## config.mk

```make
export PLATFORM = sky130hd
export DESIGN_NAME = debounce_filter
export DESIGN_NICKNAME = d
export VERILOG_FILES = /design/src/rtl/debounce_pkg.sv /design/src/rtl/sync_2ff.sv /design/src/rtl/debounce_filter.sv
export SDC_FILE = /design/constraint.sdc
export NUM_CORES = 1
export LEC_CHECK = 0
export ABC_AREA = 1
export CAP_MARGIN = 20
export CELL_PAD_IN_SITES_DETAIL_PLACEMENT = 0
export CELL_PAD_IN_SITES_GLOBAL_PLACEMENT = 2
export CORE_MARGIN = 1.5
export CORE_UTILIZATION = 34
export DETAILED_ROUTE_END_ITERATION = 12
export DONT_BUFFER_PORTS = 1
export PLACE_DENSITY_LB_ADDON = 0.2
export SLEW_MARGIN = 0
export SYNTH_ARGS = -nofsm -noshare
export SYNTH_HDL_FRONTEND = slang
export SYNTH_SLANG_ARGS = --single-unit
```

## constraint.sdc

```tcl
create_clock -name CLK -period 1.6 [get_ports CLK]
set_clock_uncertainty 0.1 [all_clocks]
set_input_delay 0.24 -clock CLK [delete_from_list [all_inputs] [get_ports CLK]]
set_output_delay 0.24 -clock CLK [all_outputs]
set_load 0.01 [all_outputs]
```

## src/rtl/debounce_pkg.sv

```systemverilog
// rtl/debounce_pkg.sv - shared state encoding and glitch counter constants for debounce_filter
package debounce_pkg;

  typedef enum logic [1:0] {
    STABLE_LO = 2'd0,
    PEND_HI   = 2'd1,
    STABLE_HI = 2'd2,
    PEND_LO   = 2'd3
  } db_state_t;

  localparam int                      GLITCH_CNT_W   = 8;
  localparam logic [GLITCH_CNT_W-1:0] GLITCH_CNT_MAX = 8'd255;

endpackage

```

## src/rtl/sync_2ff.sv

```systemverilog
// rtl/sync_2ff.sv - two-flop synchronizer, async active-low reset to 0
module sync_2ff (
  input  logic CLK,
  input  logic RST,
  input  logic D,
  output logic Q
);

  logic meta;

  always_ff @(posedge CLK or negedge RST) begin
    if (!RST) begin
      meta <= 1'b0;
      Q    <= 1'b0;
    end else begin
      meta <= D;
      Q    <= meta;
    end
  end

endmodule

```

## src/rtl/debounce_filter.sv

```systemverilog
// rtl/debounce_filter.sv - switch debouncer with registered level/edge/busy outputs
// Optional abort counter output Glitch_Cnt enabled by DEBOUNCE_GLITCH_CNT_EN.
module debounce_filter
  import debounce_pkg::*;
#(
  parameter int DEBOUNCE_CNT = 4
) (
  input  logic CLK,
  input  logic RST,
  input  logic Raw_In,
  output logic Out_Clean,
  output logic Out_Rise,
  output logic Out_Fall,
  output logic Busy
`ifdef DEBOUNCE_GLITCH_CNT_EN
  ,
  output logic [GLITCH_CNT_W-1:0] Glitch_Cnt
`endif
);

  localparam int               CNT_W   = $clog2(DEBOUNCE_CNT + 1);
  localparam logic [CNT_W-1:0] CNT_MAX = CNT_W'(DEBOUNCE_CNT);
  localparam logic [CNT_W-1:0] CNT_ONE = CNT_W'(1);

  logic             sync_q;
  db_state_t        state;
  logic [CNT_W-1:0] cnt;

  sync_2ff u_sync (
    .CLK (CLK),
    .RST (RST),
    .D   (Raw_In),
    .Q   (sync_q)
  );

  // Outputs are updated on the same edge as the state so they stay glitch-free.
  always_ff @(posedge CLK or negedge RST) begin
    if (!RST) begin
      state     <= STABLE_LO;
      cnt       <= '0;
      Out_Clean <= 1'b0;
      Out_Rise  <= 1'b0;
      Out_Fall  <= 1'b0;
      Busy      <= 1'b0;
    end else begin
      Out_Rise <= 1'b0;
      Out_Fall <= 1'b0;
      case (state)
        STABLE_LO: begin
          if (sync_q) begin
            state <= PEND_HI;
            cnt   <= CNT_ONE;
            Busy  <= 1'b1;
          end
        end
        PEND_HI: begin
          if (!sync_q) begin
            state <= STABLE_LO;
            cnt   <= '0;
            Busy  <= 1'b0;
          end else if (cnt == CNT_MAX) begin
            state     <= STABLE_HI;
            cnt       <= '0;
            Busy      <= 1'b0;
            Out_Clean <= 1'b1;
            Out_Rise  <= 1'b1;
          end else begin
            cnt <= cnt + CNT_ONE;
          end
        end
        STABLE_HI: begin
          if (!sync_q) begin
            state <= PEND_LO;
            cnt   <= CNT_ONE;
            Busy  <= 1'b1;
          end
        end
        PEND_LO: begin
          if (sync_q) begin
            state <= STABLE_HI;
            cnt   <= '0;
            Busy  <= 1'b0;
          end else if (cnt == CNT_MAX) begin
            state     <= STABLE_LO;
            cnt       <= '0;
            Busy      <= 1'b0;
            Out_Clean <= 1'b0;
            Out_Fall  <= 1'b1;
          end else begin
            cnt <= cnt + CNT_ONE;
          end
        end
        default: begin
          state <= STABLE_LO;
          cnt   <= '0;
          Busy  <= 1'b0;
        end
      endcase
    end
  end

`ifdef DEBOUNCE_GLITCH_CNT_EN
  logic abort;

  always_comb begin
    abort = ((state == PEND_HI) && !sync_q) || ((state == PEND_LO) && sync_q);
  end

  always_ff @(posedge CLK or negedge RST) begin
    if (!RST) begin
      Glitch_Cnt <= '0;
    end else if (abort && (Glitch_Cnt != GLITCH_CNT_MAX)) begin
      Glitch_Cnt <= Glitch_Cnt + GLITCH_CNT_W'(1);
    end
  end
`endif

endmodule

```

==> metrics, run 1 <==
Setup TNS 0 ns; Final Max Slew Viols 0; H-tree depth 1; vias in the first global route 305; post-CTS sizing 0; Layout Area Growth over Synthesis 14.1%; switch share 36.1%; status completed; Root Driver clkbuf_4; DR iter-0 viols 4; Synth top cells by count 11 x dfrtp_1, 10 x inv_1, 7 x nand2_1, 7 x o21ai_0, 4 x nand2_2; internal power 0.000549 W; Hold Crit Endpoint u_sync.Q; clk_lat worst skew 0.26 ns; Synth Area in Compound Gates 9.76%; Tcrit/Tclk final 82.2%; routability cong. 0.692; Primary FF master, synth dfrtp_1; GRT Total Usage 12.2%; top cells by area, synth dfrtp_1 60%, inv_1 8.1%, o21ai_0 7.6%; final setup vio count 0; critical path required time 1.64 ns; pin count of the biggest net entering global routing 12; Slew Limit Headroom 68.3%; syn nets 53; nature of the critical path endpoint flip-flop; Worst-path clk slew 0.07 ns; fin crit period 1.32 ns; RSZ-0062 raised after global routing false; Worst IR Drop VDD 0.000681 V; ant diodes 0; FF/Latch Area 275 µm²; CTS tree yes; I/O pin total 7; Yosys top cell by area dfrtp_1; row cnt 13; sequential cell area fraction in the yosys report 59.6%; post-synth top area share 59.6%; hold path start u_sync.meta; Final Non-Filler Cells 69; CTS buffer count 3; antenna viol nets, final 0; flops & latches, synth 11; Mapped Cells 48; Yosys cell types 10; measured slew at the worst slew-check pin 0.474 ns; post-layout util 41.0%; post-CTS setup repair buffer count 0; mux share of post-synthesis cell area 0%; switching pwr 0.000311 W; async set or reset register ratio after synthesis 100%; placed cells 63; reg2reg path depth 7; Die X 39.9 µm; DRC 0; max_cap viols 0; initial antenna violation count 0; starting density of the core 35.9%; die area 1590 µm²; main combinational cell family by area after synthesis simple AND/OR/NAND/NOR gates; fmax 760 MHz; wire length per cell 10.5 µm; HPWL after detailed placement 563 µm; CORE AREA 1280 µm²; Synth Area in XOR/XNOR 0%; Vias/cell 4.62; critical path class reg -> reg; Clk pwr share 20.8%; Remaining Overflow, GRT 0; CP max FO 7; final setup margin 0.284 ns; dpl ws 0.285 ns; sequential share of power 50.7%; Setup crit start kind flip-flop; reg-to-reg setup timing slack 0.28 ns; cell area after synthesis 462 µm²; Max clock buf depth 2; Critical Path AT 1.35 ns; PwrDens 1630 nW/µm²; Post-synth EDFFs 0; yosys warns 0; Die Height 39.9 µm; Post-Synth Simple-Gate Area 17.1%; Port Buf Inserts 0; Pwr Total 0.000860 W; filler cell count 126; Clock Sinks 11; adder-cell share of the synthesized area 5.42%; HP Class reg -> reg; Hold Vio Cnt, Final 0; reg2reg start cnt[0]; area of the multi-input gates 149 µm²; drt total wl 725 µm; WHS Path Cells 0; r2r endpoint Out_Clean; cell leakage power 0.279 nW; logic gate share of total power 28.5%; Syn Area/Cell 9.62 µm²; total number of vias 319; first-pass GRT wire length 1220 µm; First-pass DRT Iterations 2; nets@finish 60; most numerous cell in the Yosys netlist dfrtp_1; share of cells above drive strength 1 14.8%
stage by stage:
step | cell area [µm²] | hold slack (ns)
floorplan | 462 | -0.156
global placement | 480 | -0.155
detailed placement | 480 | -0.155
CTS | 527 | 0.271
global route | 527 | 0.278
finish | 527 | 0.258
sequential cells by signal (all words and copies together) (netlist names), named ones only:
signal and cells:
u_sync.meta 1, cnt 3, u_sync.Q 1, Busy 1, Out_Clean 1, state 1
Out_Fall 1, Out_Rise 1
layer usage:
layer  vias up  GRT usage [%]  share of wire (%)
met5         -              0                  0
met4         0           10.3                1.1
met3         2           2.27                3.4
met2         3           19.7                 49
met1       151           13.7                 47
li1        163              -                  -
area by class of cell:
cell class                 instances  area share [%]
sequential                        11            52.3
multi-input combinational         27            28.3
inverter                          10            7.13
clock buffer                       4            4.99
timing repair buffer               2            3.80
tap                               15            3.56
power by group through the flow:
stage,Clock [W],Sequential (W),Combinational (W)
global route,0.000200,0.000450,0.000289
detailed placement,0,0.000441,0.000239
global placement,0,0.000439,0.000223
floorplan,0,0.000425,0.000192
finish,0.000178,0.000436,0.000245
CTS,0.000188,0.000436,0.000249
cells by family after synthesis:
group                    after synthesis
AO/OA/AOI/OAI                          9
adder cells (fa/ha/maj)                2
flip-flops                            11
AND/OR/NAND/NOR                       16
buffers and inverters                 10
worst max path at each step:
| stage | to | start | slack, ns | cells past startpoint |
|---|---|---|---|---|
| after floorplan | Out_Clean | cnt[0] | 0.40 | 7 |
| after global placement | Out_Clean | cnt[0] | 0.32 | 7 |
| after detailed placement | Out_Clean | cnt[0] | 0.29 | 7 |
| after CTS | Out_Clean | cnt[0] | 0.27 | 7 |
| after global routing | Out_Clean | cnt[0] | 0.12 | 7 |
| final | Out_Clean | cnt[0] | 0.28 | 7 |
repair_timing:
item                                    CTS  global route
hold buffers                              2             0
hold endpoints to repair                 12             0
endpoints found under the setup margin    0             0
cell usage in the layout, fill, tap and decap left out:
cell type      instances
dfrtp_1               11
inv_1                 10
nand2_1                7
o21ai_0                7
nand2_2                4
clkbuf_4               3
nor2_1                 2
nand3_1                2
a21oi_1                2
ha_1                   2
dlygate4sd3_1          2
nand3_2                1
clkbuf_1               1
worst max-delay path: stages, from the launching register on:
cell and delay (ns):
dfrtp_1 0.40, inv_1 0.07, ha_1 0.16, nand2_1 0.06, inv_1 0.08, nand2_2 0.09, o21ai_0 0.14, o21ai_0 0.09
Power figures use the tool's default switching activity.
==> run 2: changes to the inputs <==
==> constraint.sdc (replaced) <==
create_clock -name CLK -period 1.3 [get_ports CLK]
set_clock_uncertainty 0.1 [all_clocks]
set_input_delay 0.195 -clock CLK [delete_from_list [all_inputs] [get_ports CLK]]
set_output_delay 0.195 -clock CLK [all_outputs]
set_load 0.01 [all_outputs]
==> run 2 against run 1 <==
Fmax increased by 5.6%; clock power is 26% higher; combinational power grew 77%; largest cell class unchanged; largest power group unchanged.
==> metrics, run 2 (synthesis results as in run 1) <==
status completed; fmax 802 MHz; initial antenna violation count 0; measured slew at the worst slew-check pin 0.497 ns; commonest non-fill, non-tap cell in the layout dfrtp_1; source of the critical timing path cnt[1]; pin count of the biggest net entering global routing 12; drt total wl 901 µm; Root Driver clkbuf_4; row cnt 13; Die X 39.9 µm; largest incremental delay on the critical path 0.40 ns; RSZ-0062 raised after global routing true; reg2reg start cnt[1]; Clock Sinks 11; I/O pin total 7; GRT Total Usage 13.6%; Final Max Slew Viols 0; critical path required time 1.35 ns; DRC 0; critical path class reg -> reg; Hold Vio Cnt, Final 0; ant diodes 0; Area after DPL 480 µm²; highest-count cells in the layout ignoring fill and taps 11 x dfrtp_1, 8 x inv_1, 7 x nand2_1; slowest CP cell dfrtp_1; first-pass GRT wire length 1340 µm; share of cells above drive strength 1 30.5%; H-tree depth 1; DR iter-0 viols 2; First-pass DRT Iterations 2; fin crit period 1.25 ns; Max clock buf depth 2; Critical Path AT 1.29 ns; CTS tree yes; PwrDens 2090 nW/µm²; wire length per cell 12.2 µm; Top delay family on crit path flip-flops; Port Buf Inserts 0; HP Class in -> async; antenna viol nets, final 0; max_cap viols 0; internal power 0.000767 W; Die Height 39.9 µm; sequential share of power 45.5%; starting density of the core 35.9%; routability cong. 0.654; nature of the critical path endpoint flip-flop; Layout Area Growth over Synthesis 25.2%; filler cell count 131; Finished Cell Area 578 µm²; Remaining Overflow, GRT 0; Slew Limit Headroom 66.7%; CP cell instances inv_2, ha_2, nand2_1, inv_2, nand2_4, o21ai_2, o21ai_0; Largest register FFs 3; Clk pwr share 18.6%; logic gate share of total power 36.0%; clk_lat worst skew 0.26 ns; Most common cell on crit path inv_2; CP max FO 6; CORE AREA 1280 µm²; Critical path buffers and inverters 2; Worst-path clk slew 0.07 ns; Tcrit/Tclk final 95.9%; largest register by flop count cnt; cell leakage power 0.307 nW; nets@finish 65; CTS buffer count 3; Setup crit start kind flip-flop; final setup vio count 0; Worst IR Drop VDD 0.000743 V; HPWL after detailed placement 598 µm; Fin Hold WS 0.232 ns; vias in the first global route 307; Vias/cell 4.53; switching pwr 0.000441 W; die area 1590 µm²; switch share 36.5%; total number of vias 335
[run 2: cell types whose count changed in the layout (fill, tap and decap cells not counted)]
cell     previous run  this run
o21ai_1             0         1
buf_4               0         5
ha_1                2         0
o21ai_2             0         1
nand2_4             0         1
inv_1              10         8
o21ai_0             7         5
ha_2                0         2
inv_2               0         2
nand2_2             4         3
[run 2: repair_timing]
action | in CTS | in global routing
buffers inserted | 1 | 4
endpoints found under the hold margin | 12 | 0
pin swaps | 0 | 3
endpoints found under the setup margin | 1 | 8
hold buffers | 2 | 0
gates resized for setup | 1 | 7
[run 2: cell type report]
type | instances | area, µm² | share of cell area, %
inverter | 10 | 37.5 | 6.49
timing repair buffer | 7 | 57.6 | 9.96
clock buffer | 4 | 26.3 | 4.55
multi-input combinational | 27 | 163 | 28.1
tap | 15 | 18.8 | 3.25
sequential | 11 | 275 | 47.6
[run 2: through the flow]
| stage | cells | TNS (ns) | utilization, % | setup WS (ns) | total power, W |
|---|---|---|---|---|---|
| after floorplan | 48 | 0 | - | 0.103 | 0.000759 |
| after global placement | 63 | 0 | 37.4 | 0.00903 | 0.000816 |
| after detailed placement | 63 | -0.0268 | 37.4 | -0.0268 | 0.000836 |
| after CTS | 70 | 0 | 41.6 | 0.0122 | 0.00109 |
| after global routing | 74 | -0.131 | 45.0 | -0.0508 | 0.00131 |
| final | 74 | 0 | 45.0 | 0.0538 | 0.00121 |
[run 2: final timing paths]
check | to | slack (ns) | cells past startpoint
worst min register to register | u_sync.Q | 0.27 | 0
min in group CLK | u_sync.Q | 0.27 | 0
max in group asynchronous | cnt[2] | 0.53 | 1
worst max-delay path | Out_Clean | 0.05 | 7
worst min-delay path | cnt[0] | 0.23 | 1
worst max register to register | Out_Clean | 0.05 | 7
[run 2: metal layers]
metal | track usage [%] | vias to the layer above | wire (µm)
li1 | - | 172 | -
met1 | 16.0 | 158 | 375
met2 | 20.5 | 3 | 490
met3 | 2.27 | 2 | 26
met4 | 12.9 | 0 | 8
met5 | 0 | - | 0
[run 2: power groups by stage]
stage	logic, W	registers (W)	clock network [W]
after floorplan	0.000236	0.000523	0
after global placement	0.000273	0.000542	0
after detailed placement	0.000287	0.000550	0
after CTS	0.000305	0.000544	0.000239
after global routing	0.000496	0.000562	0.000254
final	0.000434	0.000549	0.000224
==> run 3: changes to the inputs <==
--- a/config.mk
+++ b/config.mk
@@ -6,6 +6,7 @@
 export NUM_CORES = 1
 export LEC_CHECK = 0
 export ABC_AREA = 1
+export ABC_CLOCK_PERIOD_IN_PS = 1300
 export CAP_MARGIN = 20
 export CELL_PAD_IN_SITES_DETAIL_PLACEMENT = 0
 export CELL_PAD_IN_SITES_GLOBAL_PLACEMENT = 2
@@ -14,7 +15,7 @@
 export DETAILED_ROUTE_END_ITERATION = 12
 export DONT_BUFFER_PORTS = 1
 export PLACE_DENSITY_LB_ADDON = 0.2
-export SLEW_MARGIN = 0
+export SLEW_MARGIN = 25
 export SYNTH_ARGS = -nofsm -noshare
 export SYNTH_HDL_FRONTEND = slang
 export SYNTH_SLANG_ARGS = --single-unit
==> results of run 3 <==
The final DEF is identical to that of run 2; final timing and power are the same.
